**config.mk**
```make
export PLATFORM = sky130hd
export DESIGN_NAME = id_ex_stage
export DESIGN_NICKNAME = d
export VERILOG_FILES = /design/src/rtl/datapath_pkg.sv /design/src/rtl/load_use_detect.sv /design/src/rtl/id_ex_stage.sv
export SDC_FILE = /design/constraint.sdc
export NUM_CORES = 1
export LEC_CHECK = 0
export BUFFER_PORTS_ARGS = -buffer_cell sky130_fd_sc_hd__buf_2
export CORE_ASPECT_RATIO = 0.7
export CORE_UTILIZATION = 48
export DETAILED_ROUTE_END_ITERATION = 10
export PLACE_DENSITY = 0.85
export SLEW_MARGIN = 20
export SYNTH_ARGS = -nofsm -noshare
export SYNTH_HDL_FRONTEND = slang
export SYNTH_SLANG_ARGS = --single-unit
```
**constraint.sdc**
```tcl
create_clock -name clk -period 5.1 [get_ports clk]
set_input_delay 1.02 -clock clk [delete_from_list [all_inputs] [get_ports clk]]
set_output_delay 1.02 -clock clk [all_outputs]
set_load 0.02 [all_outputs]
```
**src/rtl/datapath_pkg.sv**
```systemverilog
// Shared definitions for the 16-bit MIPS pipelined datapath.
//   DW / RW / AOPW : datapath, register-index and ALU-opcode widths
//   alu_op_e       : ALU opcode encodings
//   ctrl_t         : control bundle carried down the pipe
//   BUBBLE_CTRL    : control bundle of a no-op bubble (all zeros)
package datapath_pkg;

    localparam int unsigned DW   = 16;
    localparam int unsigned RW   = 3;
    localparam int unsigned AOPW = 3;

    typedef enum logic [AOPW-1:0] {
        ALU_ADD = 3'd0,
        ALU_SUB = 3'd1,
        ALU_AND = 3'd2,
        ALU_OR  = 3'd3,
        ALU_XOR = 3'd4,
        ALU_SLT = 3'd5,
        ALU_SLL = 3'd6,
        ALU_SRL = 3'd7
    } alu_op_e;

    typedef struct packed {
        logic            mem_read;
        logic            mem_write;
        logic            reg_write;
        logic            alu_src_reg;
        logic [AOPW-1:0] alu_op;
    } ctrl_t;

    localparam ctrl_t BUBBLE_CTRL = '0;

endpackage

```
**src/rtl/load_use_detect.sv**
```systemverilog
// Combinational load-use hazard detector.
//   ex_valid/ex_mem_read/ex_rd : instruction currently in EX
//   id_valid/id_rs/id_rt/id_uses_rs/id_uses_rt : instruction in ID
//   hz : ID reads the register the EX load is about to write (r0 excluded)
module load_use_detect
    import datapath_pkg::*;
(
    input  logic          ex_valid,
    input  logic          ex_mem_read,
    input  logic [RW-1:0] ex_rd,
    input  logic          id_valid,
    input  logic [RW-1:0] id_rs,
    input  logic [RW-1:0] id_rt,
    input  logic          id_uses_rs,
    input  logic          id_uses_rt,
    output logic          hz
);

    always_comb begin
        hz = ex_valid & ex_mem_read & id_valid & (ex_rd != '0) &
             ((id_uses_rs & (id_rs == ex_rd)) | (id_uses_rt & (id_rt == ex_rd)));
    end

endmodule

```
**src/rtl/id_ex_stage.sv**
```systemverilog
// ID/EX pipeline register with load-use stall and branch-flush bubbles.
//   Inputs : decoded operands, immediate, indices and control from ID,
//            flush (wrong-path ID instruction), ex_hold (downstream stall)
//   Outputs: stall (hold PC and IF/ID), registered EX fields, operand-mux
//            select/enable, saturating count of load-use bubbles
module id_ex_stage
    import datapath_pkg::*;
#(
    parameter int unsigned CNTW = 16
) (
    input  logic            clk,
    input  logic            rst_n,
    input  logic            id_valid,
    input  logic [DW-1:0]   id_rs_data,
    input  logic [DW-1:0]   id_rt_data,
    input  logic [DW-1:0]   id_imm,
    input  logic [RW-1:0]   id_rs,
    input  logic [RW-1:0]   id_rt,
    input  logic [RW-1:0]   id_rd,
    input  logic            id_uses_rs,
    input  logic            id_uses_rt,
    input  logic            id_alu_src_reg,
    input  logic            id_mem_read,
    input  logic            id_mem_write,
    input  logic            id_reg_write,
    input  logic [AOPW-1:0] id_alu_op,
    input  logic            flush,
    input  logic            ex_hold,
    output logic            stall,
    output logic            ex_valid,
    output logic [DW-1:0]   ex_rs_data,
    output logic [DW-1:0]   ex_rt_data,
    output logic [DW-1:0]   ex_imm,
    output logic [RW-1:0]   ex_rd,
    output logic            ex_mux_sel,
    output logic            ex_mux_en,
    output logic            ex_mem_read,
    output logic            ex_mem_write,
    output logic            ex_reg_write,
    output logic [AOPW-1:0] ex_alu_op,
    output logic [CNTW-1:0] stall_count
);

    logic            valid_q, valid_d;
    logic [DW-1:0]   rs_data_q, rs_data_d;
    logic [DW-1:0]   rt_data_q, rt_data_d;
    logic [DW-1:0]   imm_q, imm_d;
    logic [RW-1:0]   rd_q, rd_d;
    ctrl_t           ctrl_q, ctrl_d;
    logic            flush_pend_q, flush_pend_d;
    logic [CNTW-1:0] stall_count_q, stall_count_d;
    logic            hz;

    load_use_detect u_load_use_detect (
        .ex_valid    (valid_q),
        .ex_mem_read (ctrl_q.mem_read),
        .ex_rd       (rd_q),
        .id_valid    (id_valid),
        .id_rs       (id_rs),
        .id_rt       (id_rt),
        .id_uses_rs  (id_uses_rs),
        .id_uses_rt  (id_uses_rt),
        .hz          (hz)
    );

    // A flushed (or pending-flush) ID instruction is discarded anyway, so its
    // hazard must not hold the front end.
    always_comb begin
        stall = rst_n & ((hz & ~flush & ~flush_pend_q) | ex_hold);
    end

    always_comb begin
        valid_d       = valid_q;
        rs_data_d     = rs_data_q;
        rt_data_d     = rt_data_q;
        imm_d         = imm_q;
        rd_d          = rd_q;
        ctrl_d        = ctrl_q;
        flush_pend_d  = flush_pend_q;
        stall_count_d = stall_count_q;

        if (ex_hold) begin
            // Remember a flush that arrives while frozen so the bubble is
            // still inserted once the hold releases.
            if (flush) begin
                flush_pend_d = 1'b1;
            end
        end else if (flush || flush_pend_q || hz) begin
            valid_d      = 1'b0;
            rs_data_d    = '0;
            rt_data_d    = '0;
            imm_d        = '0;
            rd_d         = '0;
            ctrl_d       = BUBBLE_CTRL;
            flush_pend_d = 1'b0;
            if (!(flush || flush_pend_q) && (stall_count_q != '1)) begin
                stall_count_d = stall_count_q + {{(CNTW-1){1'b0}}, 1'b1};
            end
        end else begin
            valid_d            = id_valid;
            rs_data_d          = id_rs_data;
            rt_data_d          = id_rt_data;
            imm_d              = id_imm;
            rd_d               = id_rd;
            ctrl_d.mem_read    = id_mem_read;
            ctrl_d.mem_write   = id_mem_write;
            ctrl_d.reg_write   = id_reg_write;
            ctrl_d.alu_src_reg = id_alu_src_reg;
            ctrl_d.alu_op      = id_alu_op;
        end
    end

    always_ff @(posedge clk) begin
        if (!rst_n) begin
            valid_q       <= 1'b0;
            rs_data_q     <= '0;
            rt_data_q     <= '0;
            imm_q         <= '0;
            rd_q          <= '0;
            ctrl_q        <= BUBBLE_CTRL;
            flush_pend_q  <= 1'b0;
            stall_count_q <= '0;
        end else begin
            valid_q       <= valid_d;
            rs_data_q     <= rs_data_d;
            rt_data_q     <= rt_data_d;
            imm_q         <= imm_d;
            rd_q          <= rd_d;
            ctrl_q        <= ctrl_d;
            flush_pend_q  <= flush_pend_d;
            stall_count_q <= stall_count_d;
        end
    end

    assign ex_valid     = valid_q;
    assign ex_rs_data   = rs_data_q;
    assign ex_rt_data   = rt_data_q;
    assign ex_imm       = imm_q;
    assign ex_rd        = rd_q;
    assign ex_mux_sel   = ctrl_q.alu_src_reg;
    assign ex_mux_en    = valid_q;
    assign ex_mem_read  = ctrl_q.mem_read;
    assign ex_mem_write = ctrl_q.mem_write;
    assign ex_reg_write = ctrl_q.reg_write;
    assign ex_alu_op    = ctrl_q.alu_op;
    assign stall_count  = stall_count_q;

endmodule

```
==> run summary <==
Outcome: complete, no violations
Max clock buf depth: 2
Hold buffers post-CTS: 0
Maxcap violations: 0
DRT iter0 DRCs: 94
CTS buffer count: 9
Die Height: 65.9 um
Peak supply drop: 0.193 mV
Slew at the pin with the worst max-slew slack: 1.07 ns
CP Data Arrival Time: 2.06 ns
CTS clk-pin slew, worst paths: 0.08 ns
Mapped Area: 0.00280 sq mm
Clock sink total: 76
Hold depth: 1
CTS tree: yes
Relative slew slack: 0.287
Pre-antenna DRT Iters: 6
Htree depth: 3
P&R area growth vs syn: 32.2%
Initial core utilization: 0.517
Pin count of the biggest net entering global routing: 61
Grt total ovfl: 0
Period minus WS final: 3.08 ns
Seq/Total Area, Yosys: 0.543
Share of post-route cells with drive strength above 1: 0.447
HPWL Detailed: 4.84 mm
CTS resizes: 0
# IOs: 148
F_max: 324 MHz
Worst-Skew Late Latency: 0.32 ns
Setup_tns: 0 ns
Crit path launch type: input pin
Reg2reg end: ex_rt_data[0]$_SDFFE_PN0N_
First-pass GRT wire length: 10.6 mm
Vias/cell: 5.31
DRC: 0
R2r setup slk: 2.86 ns
Via Count: 2476
Routed length per instance: 14.5 um
Postcts setup bufs: 0
Skew final: 0.00606 ns
Fin. Hold Viols: 0
Kind of critical path: in2out
Final number of max-transition violations: 0
Gr usage total: 0.222
Cells after Synth: 249
Routed Wire Length: 6.74 mm
Final Net Count: 461
Syn. warnings: 0
R2R depth: 6
Pwr Density: 306 mW/mm^2
Initial antenna violation count: 0
Post-Syn Area per Cell: 11.3 sq um
#FFs+latches synth: 76
CP Capture Type: primary output
# diodes: 0
Crit-path max FO: 6
Vias in the first global route: 2169
Port bufs: 147
Min-Delay Endpoint: ex_imm[5]$_SDFFE_PN0N_
Worst hold path startpoint: ex_imm[5]$_SDFFE_PN0N_
Hold/Removal Path Class: reg2reg
Synth Flop Type: dfxtp_1
DIE WIDTH: 93.3 um
DIE AREA: 0.00615 sq mm
Cell variety after synth: 34
Core ar.: 0.00542 sq mm
Req. time, crit path: 4.08 ns
Remaining antenna violation count: 0
Number of synthesized flops with an enable pin: 0
RSZ-0062 raised after global routing: no
Leak: 0.00175 uW
Share of synthesized flip-flops with an asynchronous set or reset: 0
Crit share post-route: 0.605
Final core occ: 0.683
Worst r2r src: ex_rd[0]$_SDFFE_PN0N_
Syn Nets: 321
Rows: 22
CTS Root Cell: clkbuf_8
Final setup fails: 0
RD Place Congestion: 0.799
[cells by family after synthesis]
| group | count (synthesis) | share of synthesized area |
|---|---|---|
| AO/OA/AOI/OAI | 77 | 0.230 |
| buffers and inverters | 18 | 0.0366 |
| multiplexers | 5 | 0.0179 |
| adder cells (fa/ha/maj) | 1 | 0.00446 |
| AND/OR/NAND/NOR | 63 | 0.140 |
| XOR/XNOR | 9 | 0.0281 |
| flip-flops | 76 | 0.543 |
[area by class of cell]
class | count | area (sq um)
fillers | 425 | 1720
flip-flops and latches | 76 | 1520
multi-input cells | 155 | 1180
repair buffers | 147 | 736
clock buffers | 10 | 138
well taps | 72 | 90.1
clock inverters | 6 | 38.8
[how the worst max path moves through the flow]
stage                     startpoint     to  slack, ns  cells after the start
after detailed placement    id_rs[1]  stall       2.02                      8
after global routing        id_rs[2]  stall       1.84                      8
after floorplan             id_rt[1]  stall       2.26                      6
final                       id_rs[1]  stall       2.02                      8
after global placement      id_rt[1]  stall       2.06                      8
after CTS                   id_rt[2]  stall       2.01                      8
[flip-flops by register name, summed over array words and instances, names as in the netlist]
register      cells
ex_alu_op         3
ex_rt_data       16
ex_imm           16
flush_pend_q      1
ex_mem_read       1
stall_count      16
ex_reg_write      1
ex_mux_en         1
ex_rd             3
ex_rs_data       16
ex_mem_write      1
ex_mux_sel        1
[cells in the final DEF (no fill, tap or decap), types with 4 or more instances in the layout]
master,synthesis,layout
mux2i_1,5,5
nand4_1,5,5
xnor2_1,9,9
buf_2,4,147
dfxtp_1,76,76
a22o_1,59,59
and2_1,5,4
o31ai_1,5,5
nand3_1,6,6
nand2_1,12,12
nand2b_1,8,8
clkbuf_8,0,10
[stage by stage]
stage	area [sq um]	hold WS (ns)	cells	total power, uW	worst slack, ns
after global placement	3530	0.450	450	744	2.06
after global routing	3710	0.482	466	1190	1.84
after floorplan	2800	0.484	249	697	2.26
after detailed placement	3530	0.453	450	747	2.02
after CTS	3700	0.476	466	1140	2.01
final	3710	0.474	466	1130	2.02
[layer usage]
layer,share of wire,GRT usage
met4,0,0.0519
met1,0.44,0.280
met3,0.070,0.0621
met2,0.49,0.381
met5,0,0
[power by group]
group          internal [uW]  switching, uW
Sequential               611           10.7
Clock                    189            211
Combinational           50.5           61.0
[critical path: stages]
cell and delay, ns:
buf_2 0.10, xnor2_1 0.13, nand4_1 0.13, nand2_2 0.14, nand2_2 0.12, nor3_1 0.15, o21a_1 0.12, buf_2 0.15
[synthesized netlist by cell type, types with 4 or more instances]
cell	n	area share
nand2b_1	8	0.018
mux2i_1	5	0.018
nand2_1	12	0.016
buf_2	4	0.0071
clkbuf_1	9	0.012
o31ai_1	5	0.013
and2_1	5	0.011
dfxtp_1	76	0.54
a22o_1	59	0.18
nand3_1	6	0.011
nand4_1	5	0.011
xnor2_1	9	0.028
(Power assumes the default switching activity.)
